==> src/rtl/adder_seq_if.sv <==
// adder_seq_if: operand, control and result bundle for adder_seq.
// The sub signal exists only when ADDER_SEQ_SUB_EN is defined.
interface adder_seq_if;
   logic [31:0] a;
   logic [31:0] b;
   logic        ci;
   logic        start;
`ifdef ADDER_SEQ_SUB_EN
   logic        sub;
`endif
   logic        busy;
   logic        done;
   logic [31:0] s;
   logic        co;
   logic        ov;

   modport master (
`ifdef ADDER_SEQ_SUB_EN
      output sub,
`endif
      output a, b, ci, start,
      input  busy, done, s, co, ov
   );

   modport slave (
`ifdef ADDER_SEQ_SUB_EN
      input  sub,
`endif
      input  a, b, ci, start,
      output busy, done, s, co, ov
   );
endinterface

==> src/rtl/adder_seq.sv <==
// adder_seq: 32-bit add done as four 8-bit ripple slices, LSB byte first.
// Define ADDER_SEQ_SUB_EN to add a sub input that computes a - b.
module adder_seq (
   input  logic       clk,
   input  logic       rst,
   adder_seq_if.slave bus
);
   typedef enum logic [1:0] {
      IDLE = 2'd0,
      CALC = 2'd1,
      DONE = 2'd2
   } state_t;

   state_t      state;
   state_t      state_nx;
   logic        load;
   logic [1:0]  cnt;
   logic [31:0] a_r;
   logic [31:0] b_r;
   logic        carry;
   logic [31:0] s_r;
   logic        co_r;
   logic        ov_r;
   logic [31:0] b_eff;
   logic        c_eff;
   logic [7:0]  a_byte;
   logic [7:0]  b_byte;
   logic [8:0]  slice;

`ifdef ADDER_SEQ_SUB_EN
   assign b_eff = bus.sub ? ~bus.b : bus.b;
   assign c_eff = bus.sub | bus.ci;
`else
   assign b_eff = bus.b;
   assign c_eff = bus.ci;
`endif

   assign a_byte = a_r[{cnt, 3'b000} +: 8];
   assign b_byte = b_r[{cnt, 3'b000} +: 8];
   assign slice  = {1'b0, a_byte} + {1'b0, b_byte} + {8'd0, carry};

   assign bus.busy = (state == CALC);
   assign bus.done = (state == DONE);
   assign bus.s    = s_r;
   assign bus.co   = co_r;
   assign bus.ov   = ov_r;

   // State register
   always_ff @(posedge clk) begin
      if (rst) state <= IDLE;
      else     state <= state_nx;
   end

   // Next state and operand-load decision; start is ignored in CALC
   always_comb begin
      state_nx = state;
      load     = 1'b0;
      case (state)
         IDLE: begin
            if (bus.start) begin
               load     = 1'b1;
               state_nx = CALC;
            end
         end
         CALC: begin
            if (cnt == 2'd3) state_nx = DONE;
         end
         DONE: begin
            if (bus.start) begin
               load     = 1'b1;
               state_nx = CALC;
            end else begin
               state_nx = IDLE;
            end
         end
         default: state_nx = IDLE;
      endcase
   end

   // Operand latch and one slice per CALC cycle; carry kept in a register
   always_ff @(posedge clk) begin
      if (rst) begin
         cnt   <= 2'd0;
         a_r   <= 32'd0;
         b_r   <= 32'd0;
         carry <= 1'b0;
         s_r   <= 32'd0;
         co_r  <= 1'b0;
         ov_r  <= 1'b0;
      end else if (load) begin
         a_r   <= bus.a;
         b_r   <= b_eff;
         carry <= c_eff;
         cnt   <= 2'd0;
      end else if (state == CALC) begin
         s_r[{cnt, 3'b000} +: 8] <= slice[7:0];
         carry <= slice[8];
         cnt   <= cnt + 2'd1;
         if (cnt == 2'd3) begin
            co_r <= slice[8];
            ov_r <= (a_r[31] == b_r[31]) && (slice[7] != a_r[31]);
         end
      end
   end
endmodule
==> src/flat_wrapper.sv <==
// flat-port wrapper written by rule: the top's interface ports become plain ports
module adder_seq_flat 
  (clk, rst, bus_a, bus_b, bus_ci, bus_start, bus_busy, bus_done, bus_s, bus_co, bus_ov);
  adder_seq_if bus_i ();
  input  logic clk;
  input  logic rst;
  input wire logic [$bits(bus_i.a)-1:0] bus_a;
  input wire logic [$bits(bus_i.b)-1:0] bus_b;
  input wire logic [$bits(bus_i.ci)-1:0] bus_ci;
  input wire logic [$bits(bus_i.start)-1:0] bus_start;
  output wire logic [$bits(bus_i.busy)-1:0] bus_busy;
  output wire logic [$bits(bus_i.done)-1:0] bus_done;
  output wire logic [$bits(bus_i.s)-1:0] bus_s;
  output wire logic [$bits(bus_i.co)-1:0] bus_co;
  output wire logic [$bits(bus_i.ov)-1:0] bus_ov;
  assign bus_i.a = bus_a;
  assign bus_i.b = bus_b;
  assign bus_i.ci = bus_ci;
  assign bus_i.start = bus_start;
  assign bus_busy = bus_i.busy;
  assign bus_done = bus_i.done;
  assign bus_s = bus_i.s;
  assign bus_co = bus_i.co;
  assign bus_ov = bus_i.ov;
  adder_seq u_core (.clk(clk), .rst(rst), .bus(bus_i));
endmodule
==> config.mk <==
export PLATFORM = sky130hd
export DESIGN_NAME = adder_seq_flat
export DESIGN_NICKNAME = d
export VERILOG_FILES = /design/src/rtl/adder_seq_if.sv /design/src/rtl/adder_seq.sv /design/src/flat_wrapper.sv
export SDC_FILE = /design/constraint.sdc
export NUM_CORES = 1
export LEC_CHECK = 0
export BUFFER_PORTS_ARGS = -buffer_cell sky130_fd_sc_hd__buf_4
export CAP_MARGIN = 40
export CORE_ASPECT_RATIO = 0.6
export CORE_UTILIZATION = 48
export DETAILED_ROUTE_END_ITERATION = 8
export PLACE_DENSITY_LB_ADDON = 0.08
export SLEW_MARGIN = 20
export SYNTH_ARGS = -nofsm -noshare
export SYNTH_HDL_FRONTEND = slang
export SYNTH_SLANG_ARGS = --single-unit
==> constraint.sdc <==
create_clock -name clk -period 3 [get_ports clk]
set_clock_uncertainty 0.15 [all_clocks]
set_input_delay 0.9 -clock clk [delete_from_list [all_inputs] [get_ports clk]]
set_output_delay 0.9 -clock clk [all_outputs]
set_load 0.005 [all_outputs]
==> impl_metrics.json, run 1 <==
{
  "seq_area_um2": 2060,
  "path_buf_inv": 1,
  "grt_pass1_wl_um": 19000,
  "setup_viol": 0,
  "nets": 678,
  "path_delay_family": "compound AO/OA/AOI/OAI gates",
  "cts_root_buffer": "clkbuf_16",
  "via_count": 3889,
  "finalWorstSetupSlack_ns": 0.135,
  "fin_cells": 712,
  "tns_ns": 0,
  "cp-start-kind": "flop",
  "cts_tree": "done",
  "core_area_um2": 8720,
  "fin_util_pct": 65.9,
  "synth_ff_type": "dfxtp_1",
  "power.density_nw_per_um2": 543,
  "ioPinCount": 104,
  "synthArstFlopShare_pct": 0,
  "nFillCells": 725,
  "finalCritPeriodShare_pct": 95.5,
  "drt-initial-drc-count": 373,
  "path_clk_slew_ns": 0.07,
  "cts_max_level": 3,
  "arrival_ns": 2.98,
  "synth_warnings": 0,
  "die_area_um2": 9620,
  "synth-seq-cells": 103,
  "rows": 26,
  "critPathRequiredTime_ns": 3.11,
  "grt_overflow": 0,
  "drt-total-wl_um": 11700,
  "grt_util_all_layers_pct": 25.3,
  "slew_headroom_pct": 61.5,
  "synth_top_area_cell": "dfxtp_1",
  "hold_viol_final": 0,
  "synth_area_leaders": "dfxtp_1, nand2_1, mux4_2, a21oi_1, a22oi_1",
  "dp_hpwl_um": 8560,
  "criticalPathCategory": "reg -> reg",
  "synth_area_per_cell_um2": 8.94,
  "grt_pass1_vias": 3783,
  "post-place-ws_ns": -0.0196,
  "worst_pin_slew_ns": 0.577,
  "postRouteAntennaNets": 0,
  "areaGrowthSynthToFinish_pct": 29.7,
  "antenna_found_initial": 0,
  "multi_input_comb_area_um2": 2250,
  "diodes": 0,
  "crit_fanout": 9,
  "synth_top_cell_area_share_pct": 46.6,
  "cts_sinks": 103,
  "cap_violations": 0,
  "ys_types": 40,
  "end_kind": "flop",
  "start_util_pct": 50.8,
  "synth_cells": 495,
  "maxSlewViolCount": 0,
  "holdWs_ns": 0.303,
  "gp_congestion": 0.813,
  "clk_latency_ns": 0.35,
  "place_inst": 696,
  "vdd_ir_drop_max_mv": 0.292,
  "power_leakage_nw": 2.36,
  "post_cts_buffers": 0,
  "fp.dieH_um": 76.4,
  "crit_chain": "buf_6, mux4_2, ha_1, o211ai_1, o21ai_2, nand4_1, a21o_1, a311oi_2",
  "syn_nets": 578,
  "period_needed_ns": 2.86,
  "grt_max_degree": 51,
  "first_pass_iters": 5,
  "hold_class": "reg -> reg",
  "rsz0062_at_grt": "yes",
  "synth_enable_flop_cells": 0,
  "die_x_um": 126,
  "io_buffers": 103,
  "cp_slowest_stage_delay_ns": 0.53,
  "routedWlPerCell_um": 16.5,
  "cts_inserted_buffers": 9,
  "slowest_stage": "mux4_2",
  "post-route-drc-count": 0,
  "cts_buffer_depth": 2,
  "max_freq_mhz": 349,
  "layout-drive-gt1-share_pct": 28.8,
  "viasPerCell": 5.46,
  "synth.yosys.seq_area_share_pct": 46.6,
  "status": "completed",
  "synth_area_um2": 4430
}
[metal layers]
metal	GRT usage, %	wire length (um)	up-vias
met5	0	0	-
met4	5.66	91	0
met3	7.79	687	11
met2	39.1	5240	111
met1	34.8	5700	1864
li1	-	-	1903
[flip-flops by register name, summed over array words and instances (netlist names)]
signal	count
u_core.bus.s	32
u_core.a_r	32
u_core.bus.ov	1
u_core.carry	1
u_core.bus.co	1
u_core.state	2
u_core.b_r	32
u_core.cnt	2
[logic make-up after synthesis]
group / count (synthesis) / synth area share (%)
simple gates: 194 / 19.4
compound gates: 122 / 16.6
flops: 103 / 46.6
buf+inv: 40 / 3.70
mux: 16 / 8.14
fa+ha+maj: 15 / 4.58
xor+xnor: 5 / 0.990
[cell usage after synthesis (all sizes together) (2+ instances only)]
cell / count
xor2: 2
a22oi: 25
a211oi: 5
xnor2: 3
nand2: 135
a32oi: 4
nor3: 3
a21oi: 69
buf: 15
a31oi: 2
nor2: 34
fa: 2
nor4: 3
mux4: 16
nand3b: 4
inv: 9
ha: 13
nor2b: 3
o21ai: 8
dfxtp: 103
a21o: 4
o211ai: 2
nand2b: 4
and2: 2
clkbuf: 16
[repair_timing]
action,in CTS,in global routing
hold endpoints to repair,0,0
gates resized for setup,2,9
setup endpoints to repair,5,9
hold buffers,0,0
pin swaps,0,2
[worst reg2reg max path, cell delays in order (launching register included)]
cell and delay [ns]:
dfxtp_2 0.38, buf_6 0.19, mux4_2 0.53, ha_1 0.38, o211ai_1 0.11, o21ai_2 0.19
nand4_1 0.33, a21o_1 0.27, a311oi_2 0.23
[final cells by class]
class	count	area share (%)
Timing Repair Buffer	120	16.6
Inverter	9	0.588
Multi-Input combinational cell	352	39.2
Sequential cell	103	36.0
Clock inverter	5	1.00
Tap cell	112	2.44
Clock buffer	11	4.23
[metrics by stage]
step / area (um^2) / power (mW)
after floorplan: 4440 / 1.75
after global placement: 5400 / 1.93
after detailed placement: 5400 / 1.94
after CTS: 5710 / 3.12
after global routing: 5740 / 3.23
final: 5740 / 3.12
[final timing paths]
check / from / to / slack, ns / cells after the start
max: u_core.cnt[0]$_SDFFE_PP0P_ / u_core.bus.ov$_SDFFE_PP0P_ / 0.14 / 8
min: u_core.a_r[14]$_SDFFE_PP0P_ / u_core.a_r[14]$_SDFFE_PP0P_ / 0.30 / 2
max reg2reg: u_core.cnt[0]$_SDFFE_PP0P_ / u_core.bus.ov$_SDFFE_PP0P_ / 0.14 / 8
min reg2reg: u_core.a_r[14]$_SDFFE_PP0P_ / u_core.a_r[14]$_SDFFE_PP0P_ / 0.30 / 2
[placed cells by master, fill, tap and decap left out, types with 7 or more instances in the layout]
cell type	synthesis	layout
a21oi_1	69	69
a22oi_1	25	24
buf_4	0	115
clkbuf_16	0	9
dfxtp_1	103	101
ha_1	13	13
inv_1	9	9
mux4_2	16	16
nand2_1	131	131
nor2_1	34	34
o21ai_0	7	7
[power breakdown]
part           total, mW  switching (mW)  internal (mW)
Sequential          1.47          0.0372           1.43
Combinational      0.464           0.253          0.211
Clock               1.19           0.515          0.670
Note: power is estimated with default switching activity, not from simulation.
==> run 2, diff against run 1 <==
Settings changed: ABC_AREA from default to 1, CORE_UTILIZATION 48 to 49.
==> run 2 against run 1 <==
- cell area fell by 0.46%
- total power is 3.6% higher
- final cell count grew 17%
- largest cell class unchanged
- utilization shrank 0.55 points
- synthesized cell count is 26% higher
- die area up 0.61%
==> impl_metrics.json, run 2 <==
{
  "final_common_cell": "nor2_1",
  "drt-total-wl_um": 13000,
  "synth_area_per_cell_um2": 7.26,
  "synthArstFlopShare_pct": 0,
  "power.density_nw_per_um2": 565,
  "drt-initial-drc-count": 441,
  "arrival_ns": 2.95,
  "cp-start-kind": "flop",
  "place_area_um2": 5430,
  "min_path_cells": 2,
  "synth.yosys.seq_area_share_pct": 45.4,
  "io_buffers": 103,
  "diodes": 0,
  "nets": 799,
  "synth_area_leaders": "dfxtp_1, nor2_1, o21ai_0, nand2_1, a21oi_1",
  "die_area_um2": 9680,
  "gp_congestion": 0.903,
  "nFillCells": 784,
  "crit_fanout": 14,
  "syn_nets": 709,
  "cts_tree": "done",
  "cts_buffer_depth": 2,
  "criticalPathCategory": "reg -> reg",
  "reg2reg_depth": 11,
  "viasPerCell": 5.40,
  "p_total_mw": 3.23,
  "p_int_mw": 2.26,
  "post-route-drc-count": 0,
  "cts_max_level": 3,
  "finalCritPeriodShare_pct": 94.0,
  "routedWlPerCell_um": 15.7,
  "dp_hpwl_um": 10000,
  "areaGrowthSynthToFinish_pct": 25.7,
  "start_util_pct": 51.9,
  "clock_power_share_pct": 34.7,
  "clk_latency_ns": 0.35,
  "path_clk_slew_ns": 0.07,
  "holdWs_ns": 0.314,
  "die_x_um": 126,
  "postRouteAntennaNets": 0,
  "cts_sinks": 103,
  "hold_viol_final": 0,
  "grt_overflow": 0,
  "synth_area_um2": 4550,
  "fp.dieH_um": 76.6,
  "swShare_pct": 30.1,
  "seq_area_um2": 2060,
  "rows": 26,
  "power.share.combinational_pct": 18.0,
  "vdd_ir_drop_max_mv": 0.305,
  "worst_pin_slew_ns": 0.632,
  "synth_top_area_cell": "dfxtp_1",
  "end_kind": "flop",
  "synth_adder_area_share_pct": 4.46,
  "synth_compound_area_share_pct": 17.6,
  "yosys.area_share.simple_pct": 26.5,
  "max_freq_mhz": 355,
  "synth_ff_type": "dfxtp_1",
  "via_count": 4489,
  "seqPwrFrac_pct": 47.2,
  "slew_headroom_pct": 57.8,
  "grt_max_degree": 68,
  "synth_common_cells": "nor2_1, dfxtp_1, o21ai_0",
  "multi_input_comb_area_um2": 2250,
  "synth-seq-cells": 103,
  "yosysMostFrequentCell": "nor2_1",
  "core_area_um2": 8750,
  "synth_cells": 626,
  "p_sw_mw": 0.970,
  "final_area_um2": 5720,
  "synth_top_cell_area_share_pct": 45.4,
  "layout-drive-gt1-share_pct": 19.9,
  "hold_buffers": 0,
  "setup_viol": 0,
  "synth_top_family_by_area": "simple AND/OR/NAND/NOR gates",
  "r2r_slack_ns": 0.18,
  "power_leakage_nw": 2.50,
  "status": "completed",
  "ioPinCount": 104,
  "maxSlewViolCount": 0,
  "critPathRequiredTime_ns": 3.13,
  "rsz0062_at_grt": "no",
  "ys_types": 30,
  "cts_root_buffer": "clkbuf_16",
  "final_cell_mix": "nor2_1, buf_4, dfxtp_1",
  "first_pass_iters": 5,
  "antenna_found_initial": 0,
  "cap_violations": 0,
  "cts_inserted_buffers": 9,
  "synth_xor_area_share_pct": 0.578,
  "synth_warnings": 0,
  "period_needed_ns": 2.82,
  "grt_pass1_wl_um": 20900,
  "grt_pass1_vias": 3985,
  "muxShareOfSynthArea_pct": 0.220,
  "grt_util_all_layers_pct": 28.1,
  "synth_enable_flop_cells": 0,
  "hold_class": "reg -> reg",
  "fin_util_pct": 65.3,
  "tns_ns": 0
}
[run 2: cell types whose count changed after synthesis, moves of 6 or more]
cell	previous run	this run
mux4_2	16	0
nand3_1	1	14
clkbuf_1	16	24
a21oi_1	69	35
nand2_1	131	82
buf_1	9	3
o22ai_1	0	16
o21ai_0	7	96
a22oi_1	25	4
nand4_1	1	9
nor2_1	34	174
inv_1	9	21
[run 2: what timing repair did]
item,CTS,global route
buffers inserted,0,0
resized for setup,0,3
endpoints found under the setup margin,0,5
[run 2: per-stage QoR]
step           setup WS (ns)  std cells
2_1_floorplan          0.122        626
3_3_place_gp           0.337        817
3_5_place_dp           0.219        817
4_1_cts                0.202        832
5_1_grt              0.00118        832
6_report               0.180        832
[run 2: area by class of cell]
class	count	area share [%]
multi-input cells	463	39.4
clock buffers	9	3.94
clock inverters	6	0.963
flip-flops and latches	103	36.1
repair buffers	116	15.7
inverters	23	1.51
well taps	112	2.45
[run 2: critical path, cell delays in order (launching register included)]
cell	delay, ns
dfxtp_1	0.32
buf_4	0.17
o21ai_0	0.21
o22ai_1	0.14
fa_1	0.41
fa_1	0.41
nand2_1	0.07
nand2_1	0.07
nand2_1	0.08
xnor2_1	0.26
nand4_1	0.26
a21oi_1	0.20
[run 2: cell families (layout without fill, tap and decap cells)]
group | Yosys count | count (layout)
adder cells (fa/ha/maj) | 15 | 15
XOR/XNOR | 3 | 3
AND/OR/NAND/NOR | 291 | 291
buffers and inverters | 60 | 154
multiplexers | 1 | 1
AO/OA/AOI/OAI | 153 | 153
flip-flops | 103 | 103
[run 2: final timing paths]
check,from,end
worst max-delay path,u_core.cnt[0]$_SDFFE_PP0P_,u_core.bus.s[28]$_SDFFE_PP0P_
worst min-delay path,u_core.bus.s[20]$_SDFFE_PP0P_,u_core.bus.s[20]$_SDFFE_PP0P_
worst max register to register,u_core.cnt[0]$_SDFFE_PP0P_,u_core.bus.s[28]$_SDFFE_PP0P_
worst min register to register,u_core.bus.s[20]$_SDFFE_PP0P_,u_core.bus.s[20]$_SDFFE_PP0P_
[run 2: per-layer routing]
metal,vias to the layer above,wire [um],track usage [%]
met5,-,0,0
met4,0,123,5.78
met3,15,1180,8.15
met2,202,4830,37.1
met1,2033,6890,43.9
li1,2239,-,-
[run 2: power by group through the flow]
| stage | logic (mW) | clock network, mW | registers, mW |
|---|---|---|---|
| finish | 0.582 | 1.12 | 1.53 |
| global route | 0.653 | 1.19 | 1.53 |
| CTS | 0.573 | 1.13 | 1.52 |
| detailed placement | 0.572 | 0 | 1.55 |
| global placement | 0.555 | 0 | 1.55 |
| floorplan | 0.372 | 0 | 1.52 |
==> run 3, diff against run 2 <==
Settings changed: ABC_AREA 1 to default, CORE_UTILIZATION 49 to 48, GPL_TIMING_DRIVEN from default to 0.
==> run 3 against run 2 <==
- combinational power shrank 15%
- fmax shrank 3.8%
- utilization grew 1.2 points
- global-route usage grew 0.93 points
- routed wire length grew 2.0%
- final cell count shrank 12%
- setup slack lost 0.11 ns
- total power shrank 5.7%
- cell area grew 1.4%
- non-clock buffer count grew 28
- sequential share of layout area shrank 0.38 points
- largest cell class unchanged
- largest power group unchanged
- highest routed layer unchanged
==> impl_metrics.json, run 3 (synthesis results as in run 1) <==
{
  "status": "completed",
  "p_sw_mw": 0.803,
  "vdd_ir_drop_max_mv": 0.292,
  "areaGrowthSynthToFinish_pct": 31.0,
  "final_cell_mix": "nand2_1, buf_4, dfxtp_1",
  "first_pass_iters": 5,
  "setup_viol": 0,
  "min_path_cells": 2,
  "hold_start": "u_core.a_r[17]$_SDFFE_PP0P_",
  "grt_util_met3_pct": 6.74,
  "maxSlewViolCount": 0,
  "max_freq_mhz": 341,
  "grt_overflow": 0,
  "period_needed_ns": 2.93,
  "viasPerCell": 5.63,
  "grt_use_met1_pct": 40.9,
  "holdWs_ns": 0.305,
  "end_kind": "flop",
  "r2r_end": "u_core.bus.s[14]$_SDFFE_PP0P_",
  "cts_root_buffer": "clkbuf_16",
  "swShare_pct": 26.4,
  "antenna_found_initial": 0,
  "final_common_cell": "nand2_1",
  "crit_chain": "buf_6, buf_12, mux4_2, fa_2, fa_2, a211oi_4, or4b_4, o2111ai_4, a22oi_1, nor2_1",
  "drt-initial-drc-count": 372,
  "rows": 26,
  "crit_fanout": 10,
  "worst-path-stages": 10,
  "nets": 702,
  "worst_pin_slew_ns": 0.916,
  "multi_input_comb_area_um2": 2270,
  "cts_buffer_depth": 2,
  "p_total_mw": 3.04,
  "path_buf_inv": 2,
  "seq_area_um2": 2070,
  "drt-total-wl_um": 13300,
  "critPathRequiredTime_ns": 3.07,
  "criticalPathCategory": "reg -> reg",
  "clk_latency_ns": 0.34,
  "nFillCells": 732,
  "cts_inserted_buffers": 9,
  "clock_power_share_pct": 35.6,
  "grt_max_degree": 15,
  "grt.met2_usage_pct": 44.9,
  "die_x_um": 126,
  "power.density_nw_per_um2": 525,
  "grt_util_all_layers_pct": 29.0,
  "r2r_slack_ns": 0.07,
  "start_util_pct": 50.8,
  "ioPinCount": 104,
  "path_clk_slew_ns": 0.07,
  "fp.dieH_um": 76.4,
  "layout-drive-gt1-share_pct": 27.8,
  "hold_viol_final": 0,
  "core_area_um2": 8720,
  "path_common_cell": "fa_2",
  "cp_slowest_stage_delay_ns": 0.41,
  "hold_class": "reg -> reg",
  "path_delay_family": "adder cells",
  "arrival_ns": 3.00,
  "cts_max_level": 3,
  "io_buffers": 103,
  "post-route-drc-count": 0,
  "p_int_mw": 2.24,
  "tns_ns": 0,
  "grt_pass1_wl_um": 21200,
  "slowest_stage": "fa_2",
  "diodes": 0,
  "rsz0062_at_grt": "yes",
  "cap_violations": 0,
  "grt_pass1_vias": 4035,
  "rr_startpoint": "u_core.cnt[1]$_SDFFE_PP0P_",
  "dp_hpwl_um": 9740,
  "postRouteAntennaNets": 0,
  "whs_endpoint": "u_core.a_r[17]$_SDFFE_PP0P_",
  "cp-start-kind": "flop",
  "power.share.combinational_pct": 16.2,
  "seqPwrFrac_pct": 48.2,
  "cts_sinks": 103,
  "cts_tree": "done",
  "slew_headroom_pct": 38.4,
  "gp_congestion": 0.819,
  "hold_buffers": 0,
  "die_area_um2": 9620,
  "finalCritPeriodShare_pct": 97.7,
  "via_count": 4133,
  "routedWlPerCell_um": 18.1,
  "power_leakage_nw": 2.36,
  "busiest_layer": "met2",
  "reg2reg_depth": 10
}
-- run 3: changes by cell type in the layout (fill, tap and decap cells not counted), sizes merged, moves of 17 or more --
cell	change
nor2	-144
o21ai	-88
nand2	+51
a21oi	+34
a22oi	+21
clkbuf	+21
inv	-17
-- run 3: layout make-up --
cell class | instances | share of cell area (%)
Multi-Input combinational cell | 352 | 39.2
Sequential cell | 103 | 35.7
Timing Repair Buffer | 114 | 14.9
Clock buffer | 13 | 4.49
Buffer | 30 | 2.63
Tap cell | 112 | 2.42
Inverter | 9 | 0.583
Clock inverter | 1 | 0.0863
-- run 3: worst max path at each step --
stage,start,endpoint
after floorplan,u_core.cnt[0]$_SDFFE_PP0P_,u_core.bus.s[6]$_SDFFE_PP0P_
after global placement,u_core.cnt[0]$_SDFFE_PP0P_,u_core.bus.co$_SDFFE_PP0P_
after detailed placement,u_core.cnt[0]$_SDFFE_PP0P_,u_core.bus.co$_SDFFE_PP0P_
after global routing,u_core.cnt[0]$_SDFFE_PP0P_,u_core.bus.s[14]$_SDFFE_PP0P_
final,u_core.cnt[1]$_SDFFE_PP0P_,u_core.bus.s[14]$_SDFFE_PP0P_
after CTS,u_core.cnt[0]$_SDFFE_PP0P_,u_core.bus.s[30]$_SDFFE_PP0P_
-- run 3: per-layer routing --
layer / share of wire, % / vias to the layer above / routed length, um
met5: 0 / - / 0
met2: 44 / 172 / 5880
met3: 7.5 / 20 / 1000
met4: 1.5 / 0 / 197
li1: - / 1959 / -
met1: 47 / 1982 / 6210
-- run 3: stage by stage --
| step | worst slack (ns) | cell area [um^2] | utilization (%) | std cells |
|---|---|---|---|---|
| 2_1_floorplan | 0.00270 | 4440 | - | 495 |
| 3_3_place_gp | -0.461 | 5360 | 61.4 | 710 |
| 3_5_place_dp | -0.477 | 5360 | 61.4 | 710 |
| 4_1_cts | -0.00284 | 5750 | 65.9 | 733 |
| 5_1_grt | -0.0263 | 5800 | 66.5 | 734 |
| 6_report | 0.0694 | 5800 | 66.5 | 734 |
-- run 3: worst register-to-register path: cells and delay by family, from the launching register on --
| kind | cells | cell delay (ns) |
|---|---|---|
| compound gates | 3 | 0.64 |
| fa+ha+maj | 2 | 0.81 |
| buf+inv | 2 | 0.25 |
| flops | 1 | 0.37 |
| mux | 1 | 0.34 |
| simple gates | 2 | 0.25 |
-- run 3: power by group through the flow --
stage	combinational [mW]	sequential (mW)	clock, mW
2_1_floorplan	0.271	1.48	0
3_3_place_gp	0.437	1.49	0
3_5_place_dp	0.449	1.50	0
4_1_cts	0.475	1.46	1.10
5_1_grt	0.530	1.47	1.16
6_report	0.492	1.47	1.08
-- run 3: what timing repair did --
| item | in CTS | in global routing |
|---|---|---|
| pin swaps | 7 | 9 |
| setup endpoints to repair | 23 | 11 |
| gates resized for setup | 15 | 14 |
| setup buffers | 9 | 2 |
